[config.mk]
export PLATFORM = sky130hd
export DESIGN_NAME = laser_line_locator
export DESIGN_NICKNAME = d
export VERILOG_FILES = /design/src/rtl/scanner_pkg.sv /design/src/rtl/fvh_edge_detect.sv /design/src/rtl/laser_line_locator.sv
export SDC_FILE = /design/constraint.sdc
export NUM_CORES = 1
export LEC_CHECK = 0
export ABC_AREA = 1
export BUFFER_PORTS_ARGS = -buffer_cell sky130_fd_sc_hd__buf_2
export CORE_UTILIZATION = 55
export CTS_BUF_LIST = sky130_fd_sc_hd__clkbuf_2 sky130_fd_sc_hd__clkbuf_4 sky130_fd_sc_hd__clkbuf_8
export DETAILED_ROUTE_END_ITERATION = 10
export PLACE_DENSITY_LB_ADDON = 0.08
export SYNTH_ARGS = -nofsm -noshare
export SYNTH_HDL_FRONTEND = slang
export SYNTH_HIERARCHICAL = 1
export SYNTH_SLANG_ARGS = --single-unit
[constraint.sdc]
create_clock -name clk -period 2 [get_ports clk]
set_input_delay 0.4 -clock clk [delete_from_list [all_inputs] [get_ports clk]]
set_output_delay 0.4 -clock clk [all_outputs]
set_load 0.005 [all_outputs]
[src/rtl/scanner_pkg.sv]
// Shared definitions for the scanner video pipeline: FSM states, fvh bit
// positions and the default active width used by the blur and locator stages.
package scanner_pkg;

  typedef enum logic [1:0] {
    SYNC,
    VBLANK,
    LINE
  } scan_state_t;

  localparam int unsigned FVH_F = 2;
  localparam int unsigned FVH_V = 1;
  localparam int unsigned FVH_H = 0;

  localparam int unsigned DEFAULT_IMG_WIDTH = 859;

endpackage

[src/rtl/fvh_edge_detect.sv]
// Registers the fvh framing flags and reports vertical rise/fall and
// horizontal rise events relative to the previous cycle.
module fvh_edge_detect
  import scanner_pkg::*;
(
  input  logic       clk,
  input  logic       reset,
  input  logic [2:0] fvh_in,
  output logic       v_rise,
  output logic       v_fall,
  output logic       h_rise
);

  logic [2:0] fvh_prev;
  logic       unused_field;

  // Reset value assumes blanking so a stream starting mid-blank gives no edge.
  always_ff @(posedge clk or negedge reset) begin
    if (!reset) begin
      fvh_prev <= 3'b011;
    end else begin
      fvh_prev <= fvh_in;
    end
  end

  assign v_rise       =  fvh_in[FVH_V] & ~fvh_prev[FVH_V];
  assign v_fall       = ~fvh_in[FVH_V] &  fvh_prev[FVH_V];
  assign h_rise       =  fvh_in[FVH_H] & ~fvh_prev[FVH_H];
  assign unused_field =  fvh_prev[FVH_F];

endmodule

[src/rtl/laser_line_locator.sv]
// Finds the brightest contiguous plateau (laser stripe) in each active row
// and offers {row, centre column, peak, found} on a one-deep valid/ready slot.
module laser_line_locator
  import scanner_pkg::*;
#(
  parameter int unsigned IMG_WIDTH = DEFAULT_IMG_WIDTH,
  parameter int unsigned COL_BITS  = 10,
  parameter int unsigned ROW_BITS  = 10
) (
  input  logic                clk,
  input  logic                reset,
  input  logic [7:0]          px_in,
  input  logic [2:0]          fvh_in,
  input  logic                dv_in,
  input  logic [7:0]          threshold,
  output logic [ROW_BITS-1:0] result_row,
  output logic [COL_BITS-1:0] result_col,
  output logic [7:0]          result_peak,
  output logic                result_found,
  output logic                result_valid,
  input  logic                result_ready,
  output logic                overflow,
  output logic                frame_done
);

  localparam logic [COL_BITS-1:0] COL_MAX = COL_BITS'(IMG_WIDTH);

  scan_state_t         state_q, state_d;
  logic                v_rise, v_fall, h_rise;
  logic [COL_BITS-1:0] col_q;
  logic [ROW_BITS-1:0] row_q;
  logic [7:0]          best_q;
  logic [COL_BITS-1:0] first_q, last_q;
  logic [7:0]          thr_q;

  logic                accept, track, row_end, frame_start, consume, load;
  logic [COL_BITS:0]   last_inc, centre_sum;
  logic [COL_BITS-1:0] centre;
  logic                found;

  fvh_edge_detect u_edges (
    .clk    (clk),
    .reset  (reset),
    .fvh_in (fvh_in),
    .v_rise (v_rise),
    .v_fall (v_fall),
    .h_rise (h_rise)
  );

  always_ff @(posedge clk or negedge reset) begin
    if (!reset) begin
      state_q <= SYNC;
    end else begin
      state_q <= state_d;
    end
  end

  always_comb begin
    state_d = state_q;
    unique case (state_q)
      SYNC:    if (v_rise) state_d = VBLANK;
      VBLANK:  if (v_fall) state_d = LINE;
      LINE:    if (v_rise) state_d = VBLANK;
      default: state_d = SYNC;
    endcase
  end

  // v_rise wins over a coincident h_rise: the row in progress is dropped.
  assign frame_start = (state_q == VBLANK) && v_fall;
  assign accept      = (state_q == LINE) && dv_in && (fvh_in[FVH_V:FVH_H] == 2'b00);
  assign track       = accept && (col_q != COL_MAX);
  assign row_end     = (state_q == LINE) && h_rise && !v_rise && (col_q != '0);
  assign consume     = result_valid && result_ready;
  assign load        = row_end && (!result_valid || result_ready);

  assign last_inc   = {1'b0, last_q} + (COL_BITS + 1)'(1);
  assign centre_sum = {1'b0, first_q} + {1'b0, last_q};
  assign centre     = centre_sum[COL_BITS:1];
  assign found      = (best_q >= thr_q);

  always_ff @(posedge clk or negedge reset) begin
    if (!reset) begin
      col_q   <= '0;
      row_q   <= '0;
      best_q  <= '0;
      first_q <= '0;
      last_q  <= '0;
      thr_q   <= '0;
    end else if (frame_start) begin
      col_q   <= '0;
      row_q   <= '0;
      best_q  <= '0;
      first_q <= '0;
      last_q  <= '0;
      thr_q   <= threshold;
    end else if (row_end) begin
      col_q   <= '0;
      row_q   <= row_q + 1'b1;
      best_q  <= '0;
      first_q <= '0;
      last_q  <= '0;
    end else if (track) begin
      col_q <= col_q + 1'b1;
      if (px_in > best_q) begin
        best_q  <= px_in;
        first_q <= col_q;
        last_q  <= col_q;
      end else if (px_in == best_q && {1'b0, col_q} == last_inc) begin
        last_q <= col_q;
      end
    end
  end

  always_ff @(posedge clk or negedge reset) begin
    if (!reset) begin
      result_row   <= '0;
      result_col   <= '0;
      result_peak  <= '0;
      result_found <= 1'b0;
      result_valid <= 1'b0;
      overflow     <= 1'b0;
      frame_done   <= 1'b0;
    end else begin
      frame_done <= (state_q == LINE) && v_rise;
      if (frame_start) begin
        overflow <= 1'b0;
      end else if (row_end && !load) begin
        overflow <= 1'b1;
      end
      if (load) begin
        result_row   <= row_q;
        result_col   <= found ? centre : '0;
        result_peak  <= best_q;
        result_found <= found;
        result_valid <= 1'b1;
      end else if (consume) begin
        result_valid <= 1'b0;
      end
    end
  end

endmodule
==> reports/metrics.yaml <==
total_power_uw: 7630
layout-drive-gt1-share_pct: 29.5
htreeDepth: 3
peakVddDrop_uv: 625
overflow: 0
vias: 4760
crit_slowest_cell: "dfrtp_1"
synthTopCellsByArea: "dfrtp_1 (44%), nand2_1 (14%), ha_1 (7.0%)"
yosysWarnings: 6
fin_worst_skew_ns: 0.0147
wl_per_cell_um: 15.3
viasPerCell: 5.38
antenna_found_initial: 0
finalCriticalPeriod_ns: 2.00
grt_pass1_vias: 4434
yosysTopAreaCellShare_pct: 43.6
slew_viol_final: 0
critPathCaptureType: "flop"
worst_slew_margin_rel_pct: 68.7
place_congestion: 0.933
cts.sinks: 92
max_stage_delay_ns: 0.38
routed_wl_um: 13500
critPathLaunchType: "flop"
clk_latency_ns: 0.37
dp_hpwl_um: 9120
synth_nets: 714
cts_buffers: 9
initial_utilization_pct: 58.1
io_pins: 55
syn-cell-area_mm2: 0.00516
critPathCapture: "last_q[5]"
coreArea_mm2: 0.00889
drc_errors: 0
io_buffer_count: 53
tritoncts: "done"
cts_max_path_buffers: 2
insertedDiodeCount: 0
worstRegToRegCells: 14
utilization_pct: 75.1
yosys.cell_types.count: 34
die_x_um: 98.9
setup_violations: 1
synthesis.instances: 661
area_growth_pct: 29.2
cts_root_buffer: "clkbuf_8"
final_cell_mix: "nand2_1 (163), dfrtp_1 (90), inv_1 (70), buf_2 (52), buf_4 (45)"
crit_chain: "inv_2 -> ha_4 -> nand2_4 -> nor2_4 -> nand2_2 -> nor2_2 -> nand2_1 -> nor2_2 -> nand2_1 -> nor2_2 -> nand3_4 -> buf_6 -> nand3_2 -> nand2_1"
grt_usage_pct: 26.1
ant_nets: 0
fin_nets: 824
dr.pass1.iters: 4
timing.rr.end: "last_q[5]"
critical_path_class: "flop to flop"
status: "complete, but fails checks"
dieArea_mm2: 0.00978
critPathMaxFanout: 6
drt_iter0_markers: 164
n_fill_cell: 630
final_cells: 884
min_period_over_period_pct: 100
hold_violations: 0
crit_start: "best_q[5]"
grt_max_degree: 48
rsz0062_at_grt: "true"
rows: 34
crit_arrival_ns: 2.26
fin_area_mm2: 0.00667
placed_cell_area_mm2: 0.00583
setup_ws_ns: -0.00315
rrSetupSlack_ns: -0.003
worstHoldPathType: "primary input to flop"
die_h_um: 98.9
cp_data_required_time_ns: 2.26
maxCapViolations: 0
p_leak_uw: 0.00333
fmax_mhz: 499
dp.cells: 848
setup_tns_ns: -0.00315
violations: "negative setup slack"
clkTransAtPathRegs_ns: 0.10
power_density_mw_per_mm2: 1140
synth.avg_cell_area_um2: 7.81
yosysSeqAreaShare_pct: 44.6
synth_largest_area_cell: "dfrtp_1"
grt_pass1_wl_um: 20200
final_common_cell: "nand2_1"
tightest_slew_ns: 0.466
r2r_start: "best_q[5]"
synth-seq-cells: 92
layer usage:
| layer | vias up | wire length [um] | track usage (%) |
|---|---|---|---|
| met3 | 24 | 478 | 3.19 |
| met1 | 2261 | 6160 | 35.7 |
| met2 | 115 | 6610 | 42.7 |
| li1 | 2360 | - | - |
| met5 | - | 0 | 0 |
| met4 | 0 | 287 | 10.2 |
sequential cells by signal, indices dropped and copies added (netlist names):
signal / flops
col_q: 10
first_q: 10
last_q: 10
result_col: 10
result_row: 10
row_q: 10
best_q: 8
result_peak: 8
thr_q: 8
state_q: 2
u_edges/fvh_prev: 2
frame_done: 1
overflow: 1
result_found: 1
result_valid: 1
synthesized netlist by cell type:
cell type,number
inv_2,3
ha_1,29
nand4_1,10
dfrtp_1,90
clkinv_1,1
nand2_2,3
nor4_1,3
nor2_1,44
xnor2_1,2
o2111a_1,1
o31ai_1,5
nor3b_1,1
a21oi_1,33
nor2_8,2
nand3_4,1
buf_4,3
o21ai_0,65
clkbuf_1,4
o22ai_1,1
nor3_1,14
inv_1,80
nor3b_2,1
nor3_2,1
inv_4,1
buf_6,2
o2111ai_1,1
o21bai_1,1
nand2_1,195
fa_1,1
dfstp_2,2
buf_2,7
nand3_1,38
o21a_1,3
xor2_1,13
final cells by class:
class,instances,area (um^2),area share (%)
clock buffer,9,124,1.86
clock inverter,7,78.8,1.18
inverter,85,329,4.93
sequential,92,2300,34.5
tap,108,135,2.02
multi-input combinational,469,2830,42.4
timing repair buffer,114,876,13.1
what timing repair did:
| item | CTS | global route |
|---|---|---|
| setup buffers | 0 | 11 |
| endpoints found under the hold margin | 19 | 0 |
| cloned | 0 | 8 |
| endpoints found under the setup margin | 19 | 65 |
| hold buffers | 1 | 0 |
| pin swaps | 0 | 35 |
| gates resized for setup | 4 | 133 |
stage by stage:
step | hold slack, ns | setup WS [ns]
floorplan | 0.104 | 0.159
global placement | 0.307 | -0.127
detailed placement | 0.310 | -0.185
CTS | 0.143 | 0.00970
global route | 0.155 | -0.115
finish | 0.159 | -0.00315
critical path: cells and delay by family (launching register included):
kind	cells	cell delay (ns)
buf+inv	2	0.23
simple gates	11	1.00
fa+ha+maj	1	0.28
flops	1	0.38
where the power goes:
part / total [uW] / leakage (uW) / switching (uW) / internal, uW
sequential: 2920 / 0.00123 / 490 / 2430
combinational: 3440 / 0.00200 / 1940 / 1500
clock: 1270 / 0.000102 / 772 / 495
how the worst min path moves through the flow:
stage,cells after the start,end,from,slack [ns]
6_report,1,u_edges/fvh_prev[1],fvh_in[1],0.16
4_1_cts,1,u_edges/fvh_prev[1],fvh_in[1],0.14
5_1_grt,1,u_edges/fvh_prev[1],fvh_in[1],0.15
2_1_floorplan,0,best_q[0],reset,0.10
3_3_place_gp,1,result_col[6],reset,0.31
3_5_place_dp,1,result_col[6],reset,0.31
cells by family after synthesis:
| family | synth area share (%) |
|---|---|
| AOI/OAI and AO/OA | 11.3 |
| and+or+nand+nor | 26.0 |
| xor gates and xnor gates | 2.54 |
| adders and majority gates | 7.41 |
| DFF | 44.6 |
| buffers and inverters | 8.07 |
No activity file was read; power rests on OpenSTA's default activity.
